File: src/rtl/uart_tx.sv
// uart_tx: UART serializer; start bit, LSB-first data, optional parity and 1-2 stop bits, paced by s_tick
module uart_tx #(
  parameter int NB_DATA    = 8,
  parameter int S_TICK     = 16,
  parameter int NB_STOP    = 1,
  parameter int PARITY_EN  = 0,
  parameter int PARITY_ODD = 0
) (
  input  logic               clk,
  input  logic               reset,
  input  logic               s_tick,
  input  logic               tx_start,
  input  logic [NB_DATA-1:0] data_in,
  output logic               tx,
  output logic               tx_busy,
  output logic               tx_done_tick
);
  localparam int TW = $clog2(S_TICK);
  localparam int BC = NB_DATA > NB_STOP ? NB_DATA : NB_STOP;
  localparam int BW = BC > 1 ? $clog2(BC) : 1;
  localparam logic [2:0] IDLE   = 3'd0;
  localparam logic [2:0] START  = 3'd1;
  localparam logic [2:0] DATA   = 3'd2;
  localparam logic [2:0] PARITY = 3'd3;
  localparam logic [2:0] STOP   = 3'd4;
  logic [2:0]         state, state_n;
  logic [TW-1:0]      tick_cnt, tick_n;
  logic [BW-1:0]      bit_cnt, bit_n;
  logic [NB_DATA-1:0] shift_reg, shift_n;
  logic               par_bit, par_n, tx_n, bit_end, last_bit;
  always_comb begin
    bit_end  = state != IDLE && s_tick && tick_cnt == TW'(S_TICK - 1);
    last_bit = state == STOP ? bit_cnt == BW'(NB_STOP - 1) : bit_cnt == BW'(NB_DATA - 1);
    state_n  = state;
    tick_n   = tick_cnt;
    bit_n    = bit_cnt;
    shift_n  = shift_reg;
    par_n    = par_bit;
    if (state == IDLE && tx_start) begin
      state_n = START;
      tick_n  = '0;
      shift_n = data_in;
      par_n   = ^data_in ^ (PARITY_ODD != 0);
    end else if (state != IDLE && s_tick)
      tick_n = bit_end ? '0 : tick_cnt + 1'b1;
    if (bit_end)
      case (state)
        START: begin
          state_n = DATA;
          bit_n   = '0;
        end
        DATA: begin
          shift_n = shift_reg >> 1;
          bit_n   = last_bit ? '0 : bit_cnt + 1'b1;
          state_n = last_bit ? (PARITY_EN != 0 ? PARITY : STOP) : DATA;
        end
        PARITY: begin
          state_n = STOP;
          bit_n   = '0;
        end
        STOP: begin
          bit_n   = last_bit ? '0 : bit_cnt + 1'b1;
          state_n = last_bit ? IDLE : STOP;
        end
        default: state_n = IDLE;
      endcase
    // line value is registered from the next state so tx never glitches
    tx_n = state_n == START ? 1'b0 : state_n == DATA ? shift_n[0] : state_n == PARITY ? par_n : 1'b1;
  end
  always_ff @(posedge clk or negedge reset) begin
    if (!reset) begin
      state     <= IDLE;
      tick_cnt  <= '0;
      bit_cnt   <= '0;
      shift_reg <= '0;
      par_bit   <= 1'b0;
      tx        <= 1'b1;
      tx_busy   <= 1'b0;
    end else begin
      state     <= state_n;
      tick_cnt  <= tick_n;
      bit_cnt   <= bit_n;
      shift_reg <= shift_n;
      par_bit   <= par_n;
      tx        <= tx_n;
      tx_busy   <= state_n != IDLE;
    end
  end
  assign tx_done_tick = bit_end && state == STOP && last_bit;
endmodule

File: config.mk
export PLATFORM = sky130hd
export DESIGN_NAME = uart_tx
export DESIGN_NICKNAME = d
export VERILOG_FILES = /design/src/rtl/uart_tx.sv
export SDC_FILE = /design/constraint.sdc
export NUM_CORES = 1
export LEC_CHECK = 0
export ABC_AREA = 1
export BUFFER_PORTS_ARGS = -buffer_cell sky130_fd_sc_hd__buf_2
export CORE_AREA = 4 4 47 65
export DETAILED_ROUTE_END_ITERATION = 12
export DIE_AREA = 0 0 51 69
export HOLD_SLACK_MARGIN = 0.08
export MAX_ROUTING_LAYER = met4
export PLACE_DENSITY = 0.83
export SETUP_SLACK_MARGIN = 0.1
export SYNTH_ARGS = -nofsm -noshare
export SYNTH_HDL_FRONTEND = slang
export SYNTH_SLANG_ARGS = --single-unit
File: constraint.sdc
create_clock -name clk -period 2.05 [get_ports clk]
set_input_delay 0.1025 -clock clk [delete_from_list [all_inputs] [get_ports clk]]
set_output_delay 0.1025 -clock clk [all_outputs]
set_load 0.005 [all_outputs]
==> reports/summary.txt <==
Number of failing hold endpoints at the final stage -> 0
Average vias per placed instance -> 5.03
Count of flip-flops with a built-in enable after synthesis -> 0
Wire length of the first global-routing pass -> 4280 um
Global-route track usage on met1 -> 0.173
Unrepaired setup endpoints after global routing -> false
Endpoint type of the worst setup path -> primary output
Relative area change from synthesis to final layout -> 12.8%
Netlist area before placement -> 0.00127 mm^2
# clock sinks -> 21
DRC violation count after routing -> 0
TritonCTS Buffers -> 3
Yosys Warn Count -> 0
Buffer and inverter count on the worst path -> 2
Count of different cell masters after synthesis -> 28
Die width -> 51 um
Via count of the first global-routing pass -> 1,060
Family with the most delay on the worst path -> simple AND/OR/NAND/NOR gates
Mean area per synthesized cell -> 7.48 um^2
Total of flip-flops plus latches after synthesis -> 21
GRT Total Usage -> 0.159
Largest area contributor in the synthesized netlist -> sky130_fd_sc_hd__dfrtp_1
Start point of the worst hold path -> data_in[5]
Area of the die -> 0.00352 mm^2
Post-Layout Inst Area -> 0.00143 mm^2
Final standard cell utilization of the core -> 0.587
Initial DRC Count -> 30
Number of buffers on the longest clock path -> 2
Number of top-level design ports -> 15
Number of buffer cells added on primary ports -> 14
Slowest Stage Delay on Critical Path -> 410 ps
Maximum VDD drop -> 0.415 mV
Accumulated negative setup slack -> 0 ps
Sequential element share of the synthesized area -> 0.414
Via count -> 1,127
Worst reg2reg path startpoint -> state[0]
Root buffer cell -> sky130_fd_sc_hd__clkbuf_4
Initial core utilization -> 0.520
CP startpoint -> tick_cnt[0]
Share of synthesized registers carrying an async set or reset -> 1.00
Worst Max-Slew Pin Slew -> 460 ps
Commonest cells post-synth -> sky130_fd_sc_hd__nand2_1 (55), sky130_fd_sc_hd__inv_1 (23), sky130_fd_sc_hd__dfrtp_1 (20), sky130_fd_sc_hd__nor2_1 (12), sky130_fd_sc_hd__nand3_1 (10)
Outcome -> completed
Final critical-path share of the clock period -> 0.833
Synth Net Count -> 186
H-Tree Level Count -> 1
Met2 Usage GRT -> 0.275
Largest driver fanout on the critical path -> 4
Worst hold path type -> in2reg
Leakage power total -> 0.767 nW
Final max-slew violation count -> 0
Max-slew headroom at the worst pin -> 0.693
Proportion of netlist area held by the largest area contributor -> 0.394
Nets -> 207
Pwr dens -> 1020 mW/mm^2
Startpoint type of the worst setup path -> flop
Share of post-route cells with drive strength above 1 -> 0.174
Gpl congestion -> 0.867
Clock latency of the later-clocked register in the worst-skew pair -> 290 ps
Clock slew seen by the registers of the worst setup and hold paths -> 110 ps
Final wirelength -> 2420 um
Data arrival time of the critical path -> 1610 ps
TritonCTS clock tree -> done
Site Rows -> 21
Final count of negative-setup-slack endpoints -> 0
First drt pass iteration count -> 4
Setup Skew -> 4.52 ps
Ordered list of cells on the worst path -> ha_1, inv_1, nor2_2, nand2_2, nor4_1, buf_2
Library cell with the highest instance count after synthesis -> sky130_fd_sc_hd__nand2_1
Cells taking the most area after synthesis -> sky130_fd_sc_hd__dfrtp_1 (39%), sky130_fd_sc_hd__nand2_1 (16%), sky130_fd_sc_hd__inv_1 (6.8%), sky130_fd_sc_hd__ha_1 (3.9%), sky130_fd_sc_hd__nand3_1 (3.9%)
WL/cell -> 10.8 um
Fmax -> 585 MHz
Largest net degree at the start of global routing -> 22
Time the final worst path needs with I/O delays and setup -> 1710 ps
Category of the most critical setup path -> reg2out
Leading register cell type out of synthesis -> sky130_fd_sc_hd__dfrtp_1
Count of mapped cells out of synthesis -> 170
Antenna viol nets, final -> 0
Area inside the core boundary -> 0.00244 mm^2
Met3 track utilization from global routing -> 0.0151
Most Crowded Layer GR -> met2
Required arrival time at the worst endpoint -> 1950 ps
CP max stage cell -> sky130_fd_sc_hd__dfrtp_1
Half-perimeter wire length after detailed placement -> 1910 um
Post-CTS setup buffer count -> 0
Number of flip-flops under the largest register name -> 8
Diodes inserted -> 0
Initial antenna violation count -> 0
Placed cell area -> 0.00137 mm^2
Global route overflow -> 0
Overall die height -> 69 um
Max capacitance violation total -> 0
area by class of cell:
type / instances / area (um^2)
Clock buffer: 4 / 26.3
Fill cell: 218 / 1010
Inverter: 27 / 106
Multi-Input combinational cell: 120 / 622
Sequential cell: 21 / 527
Tap cell: 34 / 42.5
Timing Repair Buffer: 18 / 110
metal layers:
layer | part of all wire | wire length (um)
met1 | 0.44 | 1060
met5 | 0 | 0
met4 | 0.018 | 43
met3 | 0.025 | 60
met2 | 0.52 | 1260
per-stage QoR:
step	std cells	total power (W)	setup slack, ps	hold slack (ps)
6_report	224	0.00146	342	101
5_1_grt	224	0.00160	219	125
4_1_cts	224	0.00148	342	91.9
3_5_place_dp	216	0.00128	434	82.4
3_3_place_gp	216	0.00124	514	79.3
2_1_floorplan	170	0.00113	609	-193
where the power goes:
part | total, W | switching [W] | leakage, nW | internal [W]
Sequential | 0.000707 | 0.000123 | 0.259 | 0.000584
Clock | 0.000190 | 0.000115 | 0.0150 | 0.0000756
Combinational | 0.000562 | 0.000338 | 0.493 | 0.000225
tightest hold or removal path, stage by stage:
cell	delay, ps
sky130_fd_sc_hd__buf_2	120
sky130_fd_sc_hd__nand2_1	60
sky130_fd_sc_hd__a31oi_1	80
cells in the final DEF, fill, tap and decap left out, types with 2 or more instances in the layout:
cell type                       count
sky130_fd_sc_hd__a31oi_1            6
sky130_fd_sc_hd__buf_2             14
sky130_fd_sc_hd__clkbuf_4           3
sky130_fd_sc_hd__dfrtp_1           20
sky130_fd_sc_hd__dlygate4sd3_1      4
sky130_fd_sc_hd__ha_1               4
sky130_fd_sc_hd__inv_1             23
sky130_fd_sc_hd__inv_2              3
sky130_fd_sc_hd__nand2_1           55
sky130_fd_sc_hd__nand2_2            3
sky130_fd_sc_hd__nand3_1           10
sky130_fd_sc_hd__nand3_2            3
sky130_fd_sc_hd__nor2_1            12
sky130_fd_sc_hd__nor2_2             2
sky130_fd_sc_hd__o211ai_1           2
sky130_fd_sc_hd__o21ai_0            2
sky130_fd_sc_hd__o21ai_1            9
sky130_fd_sc_hd__o21ai_2            2
sky130_fd_sc_hd__xnor2_1            2
worst paths after layout:
| path | to | slack [ps] | cells after the start |
|---|---|---|---|
| setup / recovery | tx_done_tick | 340 | 6 |
| hold / removal | shift_reg[5] | 100 | 3 |
| setup reg to reg | tx | 430 | 8 |
| hold reg to reg | par_bit | 490 | 2 |
| max in group asynchronous | tx | 1420 | 2 |
| min in group asynchronous | tick_cnt[2] | 280 | 2 |
cells by family (layout without fill, tap and decap cells):
group	after synthesis	count (layout)	synth area share
and+or+nand+nor	88	88	0.300
adders and majority gates	4	4	0.0394
AOI/OAI and AO/OA	25	25	0.129
buffers and inverters	29	49	0.0965
xor gates and xnor gates	3	3	0.0207
DFF	21	21	0.414
repair_timing:
action,in CTS,in global routing
hold buffers,4,0
gates resized for setup,0,0
hold endpoints to repair,23,0
No activity file was read; power rests on OpenSTA's default activity.
